===== src/rtl/hyper_pkg.sv =====
// Shared definitions for the HyperRAM arbiter: sequencer state encoding and
// read-length normalisation.
package hyper_pkg;

    localparam logic [1:0] StIdle     = 2'd0;
    localparam logic [1:0] StIssue    = 2'd1;
    localparam logic [1:0] StWaitBusy = 2'd2;
    localparam logic [1:0] StWaitDone = 2'd3;

    // hyper_xface has no notion of a zero-length read, so 0 means one dword
    function automatic logic [5:0] norm_nwords(input logic [5:0] nwords);
        return (nwords == 6'd0) ? 6'd1 : nwords;
    endfunction

endpackage


===== src/rtl/hyper_arbiter_if.sv =====
// One requester port of the HyperRAM arbiter: request fields, accept pulse,
// returned read dwords and completion pulse.
interface hyper_arbiter_if;

    logic        valid;
    logic        ready;
    logic        we;
    logic        reg_sel;
    logic [31:0] addr;
    logic [31:0] wd;
    logic [3:0]  be;
    logic [5:0]  nwords;
    logic        rd_valid;
    logic [31:0] rd_data;
    logic        done;

    modport master (
        output valid, we, reg_sel, addr, wd, be, nwords,
        input  ready, rd_valid, rd_data, done
    );

    modport slave (
        input  valid, we, reg_sel, addr, wd, be, nwords,
        output ready, rd_valid, rd_data, done
    );

endinterface


===== src/rtl/hyper_arbiter_rr_arb2.sv =====
// Two-way round-robin grant; the priority pointer flips only when both
// requesters contend while arbitration is enabled.
module rr_arb2 (
    input  logic       clk,
    input  logic       rstn,
    input  logic [1:0] req,
    input  logic       en,
    output logic [1:0] gnt
);

    logic rr_q;

    always_comb begin
        gnt = 2'b00;
        unique case (req)
            2'b01:   gnt = 2'b01;
            2'b10:   gnt = 2'b10;
            2'b11:   gnt = rr_q ? 2'b10 : 2'b01;
            default: gnt = 2'b00;
        endcase
    end

    always_ff @(posedge clk or negedge rstn) begin
        if (!rstn) begin
            rr_q <= 1'b0;
        end else if (en && (&req)) begin
            rr_q <= ~rr_q;
        end
    end

endmodule


===== src/rtl/hyper_arbiter.sv =====
// Two-port arbiter/sequencer in front of hyper_xface: grants round-robin,
// issues the one-cycle strobe, routes read dwords and holds until busy drops.
module hyper_arbiter
    import hyper_pkg::*;
#(
    parameter int unsigned BUSY_TIMEOUT = 16
) (
    input  logic                 clk,
    input  logic                 rstn,
    hyper_arbiter_if.slave       p0,
    hyper_arbiter_if.slave       p1,
    output logic                 err,
    output logic                 hr_rd_req,
    output logic                 hr_wr_req,
    output logic [31:0]          hr_addr,
    output logic [31:0]          hr_wr_d,
    output logic [3:0]           hr_wr_byte_en,
    output logic [5:0]           hr_rd_num_dwords,
    output logic                 hr_mem_or_reg,
    input  logic                 hr_busy,
    input  logic                 hr_rd_rdy,
    input  logic [31:0]          hr_rd_d
);

    localparam int unsigned CntW = $clog2(BUSY_TIMEOUT + 1);
    localparam logic [CntW-1:0] CntMax = CntW'(BUSY_TIMEOUT);

    logic [1:0]      state_q;
    logic            owner_q;
    logic            we_q;
    logic [5:0]      rd_left_q;
    logic [CntW-1:0] cnt_q;
    logic [1:0]      ready_q;
    logic [1:0]      rd_valid_q;
    logic [1:0]      done_q;
    logic [31:0]     rd_data0_q;
    logic [31:0]     rd_data1_q;

    logic [1:0]  req;
    logic [1:0]  gnt;
    logic        arb_en;
    logic        sel;
    logic        sel_we;
    logic        sel_reg;
    logic [31:0] sel_addr;
    logic [31:0] sel_wd;
    logic [3:0]  sel_be;
    logic [5:0]  sel_nw;
    logic        fwd;

    assign req    = {p1.valid, p0.valid};
    assign arb_en = (state_q == StIdle);
    assign sel    = gnt[1];

    rr_arb2 u_rr_arb2 (
        .clk  (clk),
        .rstn (rstn),
        .req  (req),
        .en   (arb_en),
        .gnt  (gnt)
    );

    always_comb begin
        if (sel) begin
            sel_we   = p1.we;
            sel_reg  = p1.reg_sel;
            sel_addr = p1.addr;
            sel_wd   = p1.wd;
            sel_be   = p1.be;
            sel_nw   = p1.nwords;
        end else begin
            sel_we   = p0.we;
            sel_reg  = p0.reg_sel;
            sel_addr = p0.addr;
            sel_wd   = p0.wd;
            sel_be   = p0.be;
            sel_nw   = p0.nwords;
        end
    end

    // Read dwords are only meaningful while a transaction owns the bus
    assign fwd = hr_rd_rdy && ((state_q == StWaitBusy) || (state_q == StWaitDone));

    always_ff @(posedge clk or negedge rstn) begin
        if (!rstn) begin
            state_q          <= StIdle;
            owner_q          <= 1'b0;
            we_q             <= 1'b0;
            rd_left_q        <= 6'd0;
            cnt_q            <= '0;
            ready_q          <= 2'b00;
            rd_valid_q       <= 2'b00;
            done_q           <= 2'b00;
            rd_data0_q       <= 32'd0;
            rd_data1_q       <= 32'd0;
            err              <= 1'b0;
            hr_rd_req        <= 1'b0;
            hr_wr_req        <= 1'b0;
            hr_addr          <= 32'd0;
            hr_wr_d          <= 32'd0;
            hr_wr_byte_en    <= 4'd0;
            hr_rd_num_dwords <= 6'd0;
            hr_mem_or_reg    <= 1'b0;
        end else begin
            ready_q    <= 2'b00;
            rd_valid_q <= 2'b00;
            done_q     <= 2'b00;
            err        <= 1'b0;
            hr_rd_req  <= 1'b0;
            hr_wr_req  <= 1'b0;

            if (fwd) begin
                rd_valid_q[owner_q] <= 1'b1;
                if (owner_q) begin
                    rd_data1_q <= hr_rd_d;
                end else begin
                    rd_data0_q <= hr_rd_d;
                end
                if (rd_left_q != 6'd0) begin
                    rd_left_q <= rd_left_q - 6'd1;
                end
            end

            case (state_q)
                StIdle: begin
                    if (|gnt) begin
                        ready_q          <= gnt;
                        owner_q          <= sel;
                        we_q             <= sel_we;
                        hr_addr          <= sel_addr;
                        hr_wr_d          <= sel_wd;
                        hr_wr_byte_en    <= sel_be;
                        hr_mem_or_reg    <= sel_reg;
                        hr_rd_num_dwords <= norm_nwords(sel_nw);
                        rd_left_q        <= norm_nwords(sel_nw);
                        state_q          <= StIssue;
                    end
                end
                StIssue: begin
                    hr_wr_req <= we_q;
                    hr_rd_req <= ~we_q;
                    cnt_q     <= '0;
                    state_q   <= StWaitBusy;
                end
                StWaitBusy: begin
                    if (hr_busy) begin
                        state_q <= StWaitDone;
                    end else if (cnt_q == CntMax) begin
                        err             <= 1'b1;
                        done_q[owner_q] <= 1'b1;
                        state_q         <= StIdle;
                    end else begin
                        cnt_q <= cnt_q + 1'b1;
                    end
                end
                StWaitDone: begin
                    // A dword arriving as busy falls is forwarded first so done trails it
                    if (!hr_busy && !hr_rd_rdy) begin
                        done_q[owner_q] <= 1'b1;
                        state_q         <= StIdle;
                    end
                end
                default: state_q <= StIdle;
            endcase
        end
    end

    assign p0.ready    = ready_q[0];
    assign p1.ready    = ready_q[1];
    assign p0.rd_valid = rd_valid_q[0];
    assign p1.rd_valid = rd_valid_q[1];
    assign p0.rd_data  = rd_data0_q;
    assign p1.rd_data  = rd_data1_q;
    assign p0.done     = done_q[0];
    assign p1.done     = done_q[1];

endmodule

===== src/flat_wrapper.sv =====
// flat-port wrapper written by rule: the top's interface ports become plain ports
module hyper_arbiter_flat import hyper_pkg::*;
#(
    parameter int unsigned BUSY_TIMEOUT = 16
)
  (clk, rstn, err, hr_rd_req, hr_wr_req, hr_addr, hr_wr_d, hr_wr_byte_en, hr_rd_num_dwords, hr_mem_or_reg, hr_busy, hr_rd_rdy, hr_rd_d, p0_valid, p0_we, p0_reg_sel, p0_addr, p0_wd, p0_be, p0_nwords, p0_ready, p0_rd_valid, p0_rd_data, p0_done, p1_valid, p1_we, p1_reg_sel, p1_addr, p1_wd, p1_be, p1_nwords, p1_ready, p1_rd_valid, p1_rd_data, p1_done);
  hyper_arbiter_if p0_i ();
  hyper_arbiter_if p1_i ();
  input  logic clk;
  input  logic rstn;
  output logic err;
  output logic hr_rd_req;
  output logic hr_wr_req;
  output logic [31:0] hr_addr;
  output logic [31:0] hr_wr_d;
  output logic [3:0] hr_wr_byte_en;
  output logic [5:0] hr_rd_num_dwords;
  output logic hr_mem_or_reg;
  input  logic hr_busy;
  input  logic hr_rd_rdy;
  input  logic [31:0] hr_rd_d;
  input wire logic [$bits(p0_i.valid)-1:0] p0_valid;
  input wire logic [$bits(p0_i.we)-1:0] p0_we;
  input wire logic [$bits(p0_i.reg_sel)-1:0] p0_reg_sel;
  input wire logic [$bits(p0_i.addr)-1:0] p0_addr;
  input wire logic [$bits(p0_i.wd)-1:0] p0_wd;
  input wire logic [$bits(p0_i.be)-1:0] p0_be;
  input wire logic [$bits(p0_i.nwords)-1:0] p0_nwords;
  output wire logic [$bits(p0_i.ready)-1:0] p0_ready;
  output wire logic [$bits(p0_i.rd_valid)-1:0] p0_rd_valid;
  output wire logic [$bits(p0_i.rd_data)-1:0] p0_rd_data;
  output wire logic [$bits(p0_i.done)-1:0] p0_done;
  input wire logic [$bits(p1_i.valid)-1:0] p1_valid;
  input wire logic [$bits(p1_i.we)-1:0] p1_we;
  input wire logic [$bits(p1_i.reg_sel)-1:0] p1_reg_sel;
  input wire logic [$bits(p1_i.addr)-1:0] p1_addr;
  input wire logic [$bits(p1_i.wd)-1:0] p1_wd;
  input wire logic [$bits(p1_i.be)-1:0] p1_be;
  input wire logic [$bits(p1_i.nwords)-1:0] p1_nwords;
  output wire logic [$bits(p1_i.ready)-1:0] p1_ready;
  output wire logic [$bits(p1_i.rd_valid)-1:0] p1_rd_valid;
  output wire logic [$bits(p1_i.rd_data)-1:0] p1_rd_data;
  output wire logic [$bits(p1_i.done)-1:0] p1_done;
  assign p0_i.valid = p0_valid;
  assign p0_i.we = p0_we;
  assign p0_i.reg_sel = p0_reg_sel;
  assign p0_i.addr = p0_addr;
  assign p0_i.wd = p0_wd;
  assign p0_i.be = p0_be;
  assign p0_i.nwords = p0_nwords;
  assign p0_ready = p0_i.ready;
  assign p0_rd_valid = p0_i.rd_valid;
  assign p0_rd_data = p0_i.rd_data;
  assign p0_done = p0_i.done;
  assign p1_i.valid = p1_valid;
  assign p1_i.we = p1_we;
  assign p1_i.reg_sel = p1_reg_sel;
  assign p1_i.addr = p1_addr;
  assign p1_i.wd = p1_wd;
  assign p1_i.be = p1_be;
  assign p1_i.nwords = p1_nwords;
  assign p1_ready = p1_i.ready;
  assign p1_rd_valid = p1_i.rd_valid;
  assign p1_rd_data = p1_i.rd_data;
  assign p1_done = p1_i.done;
  hyper_arbiter #(.BUSY_TIMEOUT(BUSY_TIMEOUT)) u_core (.clk(clk), .rstn(rstn), .p0(p0_i), .p1(p1_i), .err(err), .hr_rd_req(hr_rd_req), .hr_wr_req(hr_wr_req), .hr_addr(hr_addr), .hr_wr_d(hr_wr_d), .hr_wr_byte_en(hr_wr_byte_en), .hr_rd_num_dwords(hr_rd_num_dwords), .hr_mem_or_reg(hr_mem_or_reg), .hr_busy(hr_busy), .hr_rd_rdy(hr_rd_rdy), .hr_rd_d(hr_rd_d));
endmodule

===== config.mk =====
export PLATFORM = sky130hd
export DESIGN_NAME = hyper_arbiter_flat
export DESIGN_NICKNAME = d
export VERILOG_FILES = /design/src/rtl/hyper_pkg.sv /design/src/rtl/hyper_arbiter_if.sv /design/src/rtl/hyper_arbiter_rr_arb2.sv /design/src/rtl/hyper_arbiter.sv /design/src/flat_wrapper.sv
export SDC_FILE = /design/constraint.sdc
export NUM_CORES = 1
export LEC_CHECK = 0
export CAP_MARGIN = 20
export CORE_UTILIZATION = 40
export CTS_CLUSTER_DIAMETER = 80
export DETAILED_ROUTE_END_ITERATION = 8
export GPL_ROUTABILITY_DRIVEN = 0
export PLACE_DENSITY = 0.85
export SETUP_SLACK_MARGIN = 0.5
export SYNTH_ARGS = -nofsm -noshare
export SYNTH_HDL_FRONTEND = slang
export SYNTH_HIERARCHICAL = 1
export SYNTH_SLANG_ARGS = --single-unit

===== constraint.sdc =====
create_clock -name clk -period 4.3 [get_ports clk]
set_input_delay 1.29 -clock clk [delete_from_list [all_inputs] [get_ports clk]]
set_output_delay 1.29 -clock clk [all_outputs]
set_load 0.03 [all_outputs]

==> reports/metrics.csv <==
metric,value,unit
tns,0,ns
fin_skew,0.0115,ns
combPwrFrac,0.510,
crit_fanout,23,
grt_max_degree,86,
synth_area,0.00713,sq mm
grt_pass1_vias,5490,
antenna_found_initial,0,
met1_usage,0.239,
yosys_warnings,6,
wl,18700,microns
post_cts_buffers,0,
num_vias,5020,
place.port_buffers,337,
grt-ovfl-total,0,
crit_buf_inv,2,
ys_types,40,
cts_tree,done,
hold_class,register to register,
synth_top_flop_cell,dfrtp_1,
r2r_start,u_core/u_rr_arb2/rr_q,
grt-busiest-layer,met2,
clk-insertion-delay-late,0.42,ns
coreArea,0.0174,sq mm
cts_buffer_depth,2,
final_nets,998,
crit_path_end_kind,register,
synth_seq_cells,158,
cts_resized,0,
ant_nets,0,
dp_hpwl,13700,microns
die_area,0.0184,sq mm
period_needed,3.12,ns
synth_area_per_cell,15.2,sq um
seqPwrFrac,0.297,
slew_violations,0,
cp_num_cells,5,
grt_util_met3,0.0651,
run_status,completed,
gr-usage-met2,0.371,
tightest_slew,0.783,ns
clock-sinks,158,
r2r_cells,4,
track_usage,0.210,
final_common_cell,clkdlybuf4s50_1,
wire_per_inst,17.9,microns
p_leak,4.71,nW
path_clk_slew,0.07,ns
p_total,0.00886,W
pre_cts_slack,0.773,ns
grt_pass1_wl,29200,microns
die_w,136,microns
fillCellCount,1308,
area_growth_syn_to_layout,59.3,%
max_slew_margin,0.478,
h-tree-depth,4,
synth_top_area_share,0.554,
holdBufCountCts,0,
worstPathRequired,4.59,ns
detail_route.vias_per_cell,4.81,
finalWorstSetupSlack,1.18,ns
cts_buffers,17,
startpoint_type,primary input,
cp_cell_sequence,clkdlybuf4s50_1 -> a21boi_0 -> o21a_4 -> buf_4 -> mux2_2,
diodes,0,
p_sw,0.00339,W
fp.dieH,136,microns
regArea,0.00395,sq mm
most-common-layout-cells,"clkdlybuf4s50_1, mux2_2, dfrtp_1",
setup_viol,0,
power.density,780,mW/mm^2
fmax,0.321,GHz
drv_cap,0,
start_util,0.411,
synthTopCellsByArea,"dfrtp_1, mux2_2, mux2_4",
syn_inst,469,
netSwitchingFraction,0.382,
root_buffer,clkbuf_16,
ys_seq_area_frac,0.554,
internal_power,0.00547,W
syn-num-nets,661,
rsz0062_at_grt,false,
drc,0,
yosysTopAreaCell,dfrtp_1,
arrival,3.41,ns
pwr-share-clk,0.193,
cpPeakStageDelay,0.55,ns
irDropWorstVdd,0.614,mV
postSynth.asyncResetShare,1.00,
dr.pass1.iters,4,
drt_iter0_markers,148,
fp-row-count,48,
fin_crit_sh,0.725,
crit_slowest_cell,clkdlybuf4s50_1,
holdPathStages,1,
hold_violations,0,
path_class,primary input to register,
crit_family,buffers and inverters,
drive_gt1_frac,0.316,
ios,338,
multi_input_area,0.00295,sq mm
synth_edf_count,0,
hp-start,u_core/we_q,
critPathLaunch,p0_valid,
==> cells in the mapped netlist, drive strengths merged (2+ instances only) <==
| master | number |
|---|---|
| a21boi | 2 |
| a21oi | 3 |
| a32oi | 2 |
| buf | 25 |
| clkbuf | 2 |
| dfrtp | 158 |
| ha | 2 |
| inv | 10 |
| mux2 | 215 |
| nand2 | 5 |
| nand2b | 5 |
| nand3 | 2 |
| nand4b | 2 |
| nor2 | 3 |
| nor2b | 3 |
| nor3 | 5 |
| nor3b | 3 |
| o21ai | 4 |
| o2bb2ai | 2 |
| o32ai | 2 |
==> layout make-up <==
type | instances | share of cell area
sequential | 158 | 0.348
timing repair buffer | 345 | 0.306
multi-input combinational | 274 | 0.259
clock buffer | 17 | 0.0374
tap | 225 | 0.0248
clock inverter | 15 | 0.0215
inverter | 10 | 0.00330
==> layer usage <==
layer	vias up	wire length, microns
met5	-	0
met4	0	284
met3	15	1240
met2	175	9760
met1	2472	7390
li1	2358	-
==> cell families after synthesis <==
family / share of synthesized area
flip-flops: 0.554
AO/OA/AOI/OAI: 0.0223
XOR/XNOR: 0.00123
AND/OR/NAND/NOR: 0.0293
buffers and inverters: 0.0353
multiplexers: 0.354
adder cells (fa/ha/maj): 0.00351
==> final timing paths <==
| kind | endpoint | slack (ns) |
|---|---|---|
| max in group asynchronous | u_core/hr_wr_d[26] | 2.59 |
| worst min-delay path | u_core/hr_rd_req | 0.48 |
| worst max-delay path | u_core/hr_wr_byte_en[0] | 1.18 |
| worst min register to register | u_core/hr_rd_req | 0.48 |
| min in group asynchronous | u_core/p1.rd_data[6] | 0.94 |
| worst max register to register | u_core/hr_wr_byte_en[0] | 2.23 |
==> through the flow <==
step	hold slack [ns]	cells	utilization	cell area, sq um
final	0.481	1044	0.655	11400
after global routing	0.510	1044	0.655	11400
after CTS	0.492	1044	0.655	11400
after detailed placement	0.488	1012	0.616	10700
after global placement	0.479	1012	0.616	10700
after floorplan	0.413	469	-	7130
==> power by group through the flow <==
stage / Clock (W) / Combinational, W / Sequential, W
floorplan: 0 / 0.00134 / 0.00396
global placement: 0 / 0.00448 / 0.00262
detailed placement: 0 / 0.00455 / 0.00266
CTS: 0.00175 / 0.00457 / 0.00264
global route: 0.00182 / 0.00473 / 0.00273
finish: 0.00171 / 0.00452 / 0.00263
No activity file was read; power rests on OpenSTA's default activity.
